## config.mk

```make
export PLATFORM = sky130hd
export DESIGN_NAME = piso_shift_tx
export DESIGN_NICKNAME = d
export VERILOG_FILES = /design/src/rtl/piso_shift_tx.sv
export SDC_FILE = /design/constraint.sdc
export NUM_CORES = 1
export LEC_CHECK = 0
export ABC_CLOCK_PERIOD_IN_PS = 3080
export CAP_MARGIN = 20
export CORE_UTILIZATION = 43
export CTS_CLUSTER_DIAMETER = 60
export DETAILED_ROUTE_END_ITERATION = 12
export PLACE_DENSITY = 0.74
export RECOVER_POWER = 25
export SETUP_SLACK_MARGIN = 0.1
export SLEW_MARGIN = 20
export SYNTH_ARGS = -nofsm -noshare
export SYNTH_HDL_FRONTEND = slang
export SYNTH_SLANG_ARGS = --single-unit
export TNS_END_PERCENT = 100
```

## constraint.sdc

```tcl
create_clock -name clk -period 3.08 [get_ports clk]
set_input_delay 0.616 -clock clk [delete_from_list [all_inputs] [get_ports clk]]
set_output_delay 0.616 -clock clk [all_outputs]
set_load 0.05 [all_outputs]
```

## src/rtl/piso_shift_tx.sv

```systemverilog
// rtl/piso_shift_tx.sv - parallel-in serial-out shift transmitter; optional parity bit via PISO_PARITY_EN
module piso_shift_tx #(
  parameter int WIDTH     = 8,
  parameter int MSB_FIRST = 1
) (
  input  logic             clk,
  input  logic             rst,
  input  logic [WIDTH-1:0] din,
  input  logic             load_valid,
  output logic             load_ready,
  output logic             sout,
  output logic             sout_valid,
  output logic             busy,
  output logic             done
);

`ifdef PISO_PARITY_EN
  localparam int FRAME = WIDTH + 1;
`else
  localparam int FRAME = WIDTH;
`endif
  localparam int CW = $clog2(FRAME + 1);
  localparam logic [CW-1:0] LAST_CNT = CW'(FRAME);

  localparam logic [0:0] IDLE  = 1'b0;
  localparam logic [0:0] SHIFT = 1'b1;

  logic [0:0]       state;
  logic [FRAME-1:0] sreg;   // frame bits, next bit to send sits at the output end
  logic [CW-1:0]    cnt;    // bits sent so far, including the one on sout now
  logic             last_bit;
  logic             accept;

  // Arrange a word into send order; parity (if enabled) trails the data bits.
  function automatic logic [FRAME-1:0] build_frame(input logic [WIDTH-1:0] d);
`ifdef PISO_PARITY_EN
    if (MSB_FIRST != 0) return {d, ^d};
    else                return {^d, d};
`else
    return d;
`endif
  endfunction

  // Advance by one bit, filling with zeros so an empty register drives sout=0.
  function automatic logic [FRAME-1:0] shift_once(input logic [FRAME-1:0] s);
    if (MSB_FIRST != 0) return {s[FRAME-2:0], 1'b0};
    else                return {1'b0, s[FRAME-1:1]};
  endfunction

  assign last_bit   = (state == SHIFT) && (cnt == LAST_CNT);
  assign load_ready = (state == IDLE) || last_bit;
  assign accept     = load_valid && load_ready;
  assign busy       = (state == SHIFT);
  assign sout_valid = (state == SHIFT);
  assign done       = last_bit;
  assign sout       = (MSB_FIRST != 0) ? sreg[FRAME-1] : sreg[0];

  // Frame sequencing: load on accept, shift one bit per clock, return idle after the last bit.
  always_ff @(posedge clk) begin
    if (rst) begin
      state <= IDLE;
      sreg  <= '0;
      cnt   <= '0;
    end else if (accept) begin
      state <= SHIFT;
      sreg  <= build_frame(din);
      cnt   <= CW'(1);
    end else if (state == SHIFT) begin
      if (last_bit) begin
        state <= IDLE;
        sreg  <= '0;
        cnt   <= '0;
      end else begin
        sreg <= shift_once(sreg);
        cnt  <= cnt + CW'(1);
      end
    end
  end

endmodule
```

# ---- Yosys cells after proc, flatten, opt, wreduce, memory -nomap -nowiden
# Index checks and enable logic that the tools add are counted.
dict set report word_totals {
  wordCells 21
  register_bits 13
  out_inout_bits 5
}
dict set report classes {
  mux 9
  bitwise_logic 1
  add_sub_neg 1
  eq_ne 1
  reduce_logical 5
}
# op n
set op_table {}
lappend op_table {{two-way mux 8 bit} 3}
lappend op_table {{two-way mux 1 bit} 5}
lappend op_table {{adder 4 x 1 -> 4 bit, second input constant} 1}
lappend op_table {{== test 4 bit, second input constant} 1}
lappend op_table {{two-way mux 4 bit} 1}
lappend op_table {{logical AND 1 bit} 2}
lappend op_table {{nonzero test 2 bit} 1}
lappend op_table {{OR reduction 2 bit} 1}
lappend op_table {{logical OR 1 bit} 1}
lappend op_table {{NOT 1 bit} 1}

# ---- Logic depth before layout (Yosys ltp)
dict set report depth {
  word_depth 5
  mapped_depth 5
  mapped_depth_nobuf 5
}

# ---- Least setup slack after synthesis
# No wires, ideal clock.
dict set report synth_timing {
  kind {reg2out}
  start {register state (netlist: busy)}
  end {output load_ready}
  path_buffers 1
  path_stages_with_launch 3
  arrival_ns 1.322
  path_slack_ns 1.142
  cell_sequence {dfxtp_1 > buf_2 > nand2_1}
}
dict set report synth_between {
  elab_chain_cells 2
  elab_cells_between_ends 3
  cone_classes {1 x bitwise; 2 x reduce/logical}
}
# item line_no
set synth_rtl {}
lappend synth_rtl {{start: declaration} 28} ;# logic [0:0] state;
lappend synth_rtl {{start signal: assignment} 61} ;# state <= IDLE;
lappend synth_rtl {{start signal: assignment} 65} ;# state <= SHIFT;
lappend synth_rtl {{start signal: assignment} 70} ;# state <= IDLE;
lappend synth_rtl {{logical AND 1 bit / NOT 1 bit (equally long branches)} {50, 51}}
lappend synth_rtl {{logical OR 1 bit (*)} 51} ;# assign load_ready = (state == IDLE) || last_bit;
lappend synth_rtl {{end: declaration} 10} ;# output logic load_ready,
# Mark *: on every way between the ends. The rest lies on a longest branch, timed or not.

# ---- Worst setup path after layout
dict set report layout_timing {
  start {register cnt[0]}
  end {output load_ready}
}
dict set report layout_between {
  elab_chain_cells 3
}
# item line_no
set layout_rtl {}
lappend layout_rtl {{start: declaration} 30} ;# logic [CW-1:0] cnt;
lappend layout_rtl {{start signal: assignment} 75} ;# cnt <= cnt + CW'(1);
lappend layout_rtl {{== test 4 bit} 50} ;# assign last_bit = (state == SHIFT) && (cnt == LAST_CNT);
lappend layout_rtl {{logical AND 1 bit} 50}
lappend layout_rtl {{logical OR 1 bit} 51}
# Every way passes these cells.

==> metrics <==
WL final 1260 µm; setup tns final 0 ps; Max-cap violations 0; Via density 5.56; Area contributors post-synth dfxtp_1 (40%), a22o_1 (9.4%), a21oi_1 (6.2%), nor3_1 (5.4%), inv_1 (5.2%); crit path capture type primary output; post_cts resized 0; grt ovf 0; pwr dens 456 nW/µm²; reg2reg path depth 5; All-Layer GR Usage 0.186; WL per Instance 12.0 µm; Fmax 383 MHz; top-area cell type share of the netlist area 0.400; initial antenna violation count 0; Post-Synthesis Cell Area 651 µm²; area leader, netlist dfxtp_1; hold_ws 571 ps; vias in the first global route 490; reg2reg start cnt[0]$_SDFFE_PP0P_; Die H 40.9 µm; register area share after synthesis 0.400; Port Buf Inserts 15; post-CTS setup buffers 0; Post-Syn Instances 74; Hold Path Origin cnt[1]$_SDFFE_PP0P_; Root Driver clkbuf_4; Setup crit start kind flop; maximum fanout along the worst path 4; H-tree depth 1; worst hold path type flop to flop; Detailed Route Iter0 Violations 15; area share of xor/xnor cells in the synthesized design 0.0269; Synth Area in Compound Gates 0.210; largest net degree at the start of global routing 25; Worst Max-Slew Pin Slew 494 ps; Critical Path Source cnt[0]$_SDFFE_PP0P_; area of the core 1350 µm²; Worst-Skew Late Latency 270 ps; Post-Place Worst Slack 775 ps; Main synth FF type dfxtp_1; first-pass GRT wire length 1960 µm; distinct cell type count after synthesis 24; Inserted Diodes 0; Clock Skews 1.18 ps; RSZ-0062 raised after global routing false; fraction of registers with async set/reset 0; critical path data arrival time 1990 ps; router iterations before antenna repair 4; WP data required 2460 ps; largest family of logic cells by synthesized area simple AND/OR/NAND/NOR gates; DRC Markers 0; std cell rows 13; most frequent cells after synthesis dfxtp_1 (13), inv_1 (9), a21oi_1 (8); mux share of post-synthesis cell area 0.0154; Die Wd 40.9 µm; simple-gate area share of the yosys netlist 0.223; final hold vios 0; Final setup viols 0; Num CTS Buffers 3; most common cell in the netlist dfxtp_1; synthesis-to-layout area growth 27.7%; status finished clean; worst hold endpoint cnt[1]$_SDFFE_PP0P_; CTS tree yes; CTS sink count 13; Mapped Nets 87; Seq cells post-synth 13; Post-DP HPWL 925 µm; setup ws final 470 ps; Worst Hold Depth 2; total I/O pin count 16; R2R Setup Slk 1610 ps; Syn. warnings 0; layout cell share with drive strength beyond 1 0.0778; antenna-violating nets left 0; overall die area 1670 µm²; deepest clock path buffer count 2; Worst slew margin 0.670; Adder-Cell Fraction of Synth Area 0.0385; Slew Viols, Final 0; Tmin final 2610 ps; RR Endpoint sreg[1]$_SDFFE_PP0P_; routed via count 584; P_leak 0.330 nW; # nets final 104; initial core utilization 0.482; syn avg cell area 8.79 µm²; VDD IR max 0.356 mV; Clk pin slew, worst setup/hold paths 80 ps; Final Wtd Congestion 0.772; Setup CP Type flop to primary output; number of flops mapped to enable cells by yosys 0; cts hold-fix bufs 0; final period utilization 0.847; total power 0.379 mW; Final Core Density 0.615
layout make-up:
type                    count  area, µm²
inverters                   9       33.8
repair buffers             16        158
well taps                  15       18.8
clock buffers               4       26.3
fillers                   121        519
multi-input cells          48        334
flip-flops and latches     13        260
cells in the final DEF (no fill, tap or decap), drive strengths merged, types with 2 or more instances in the layout:
cell and n:
nor3 8, a22o 7, nor2b 2, clkdlybuf4s50 14
nand2 3, clkbuf 4, xnor2 2, inv 9
ha 2, dfxtp 13, a21oi 9, and2 2
nor2 4
how the worst max path moves through the flow:
stage                 endpoint  slack, ps  cells past startpoint
floorplan           load_ready       1140                      2
finish              load_ready        470                      5
CTS                 load_ready        470                      5
global placement    load_ready        830                      5
detailed placement  load_ready        780                      5
global route        load_ready        390                      5
worst max-delay path: stages (launching register included):
cell and delay, ps:
dfxtp_1 340, inv_1 90, ha_1 190, nand3b_1 190, nand2_1 120, clkdlybuf4s50_1 800
report_power, final:
group	internal, mW	switching (mW)	leakage [nW]
Combinational	0.0397	0.0462	0.208
Clock	0.0502	0.0535	0.0150
Sequential	0.181	0.00787	0.108
stage by stage:
step / cell area [µm²] / std cells
floorplan: 651 / 74
global placement: 805 / 101
detailed placement: 805 / 101
CTS: 831 / 105
global route: 831 / 105
finish: 831 / 105
state kept, by name, indices dropped and copies added (netlist names):
name  count
cnt       4
busy      1
sreg      8
per-layer routing:
layer,track usage,vias to the layer above,share of wire
met5,0,-,0
met4,0.100,0,0.024
met3,0.0815,4,0.066
met2,0.289,22,0.46
met1,0.211,262,0.45
li1,-,296,-
cell families (layout without fill, tap and decap cells):
family,after synthesis,count (layout)
multiplexers,1,1
adder cells (fa/ha/maj),2,2
XOR/XNOR,2,2
AND/OR/NAND/NOR,24,24
flip-flops,13,13
buffers and inverters,13,29
AO/OA/AOI/OAI,19,19
(Power assumes the default switching activity.)
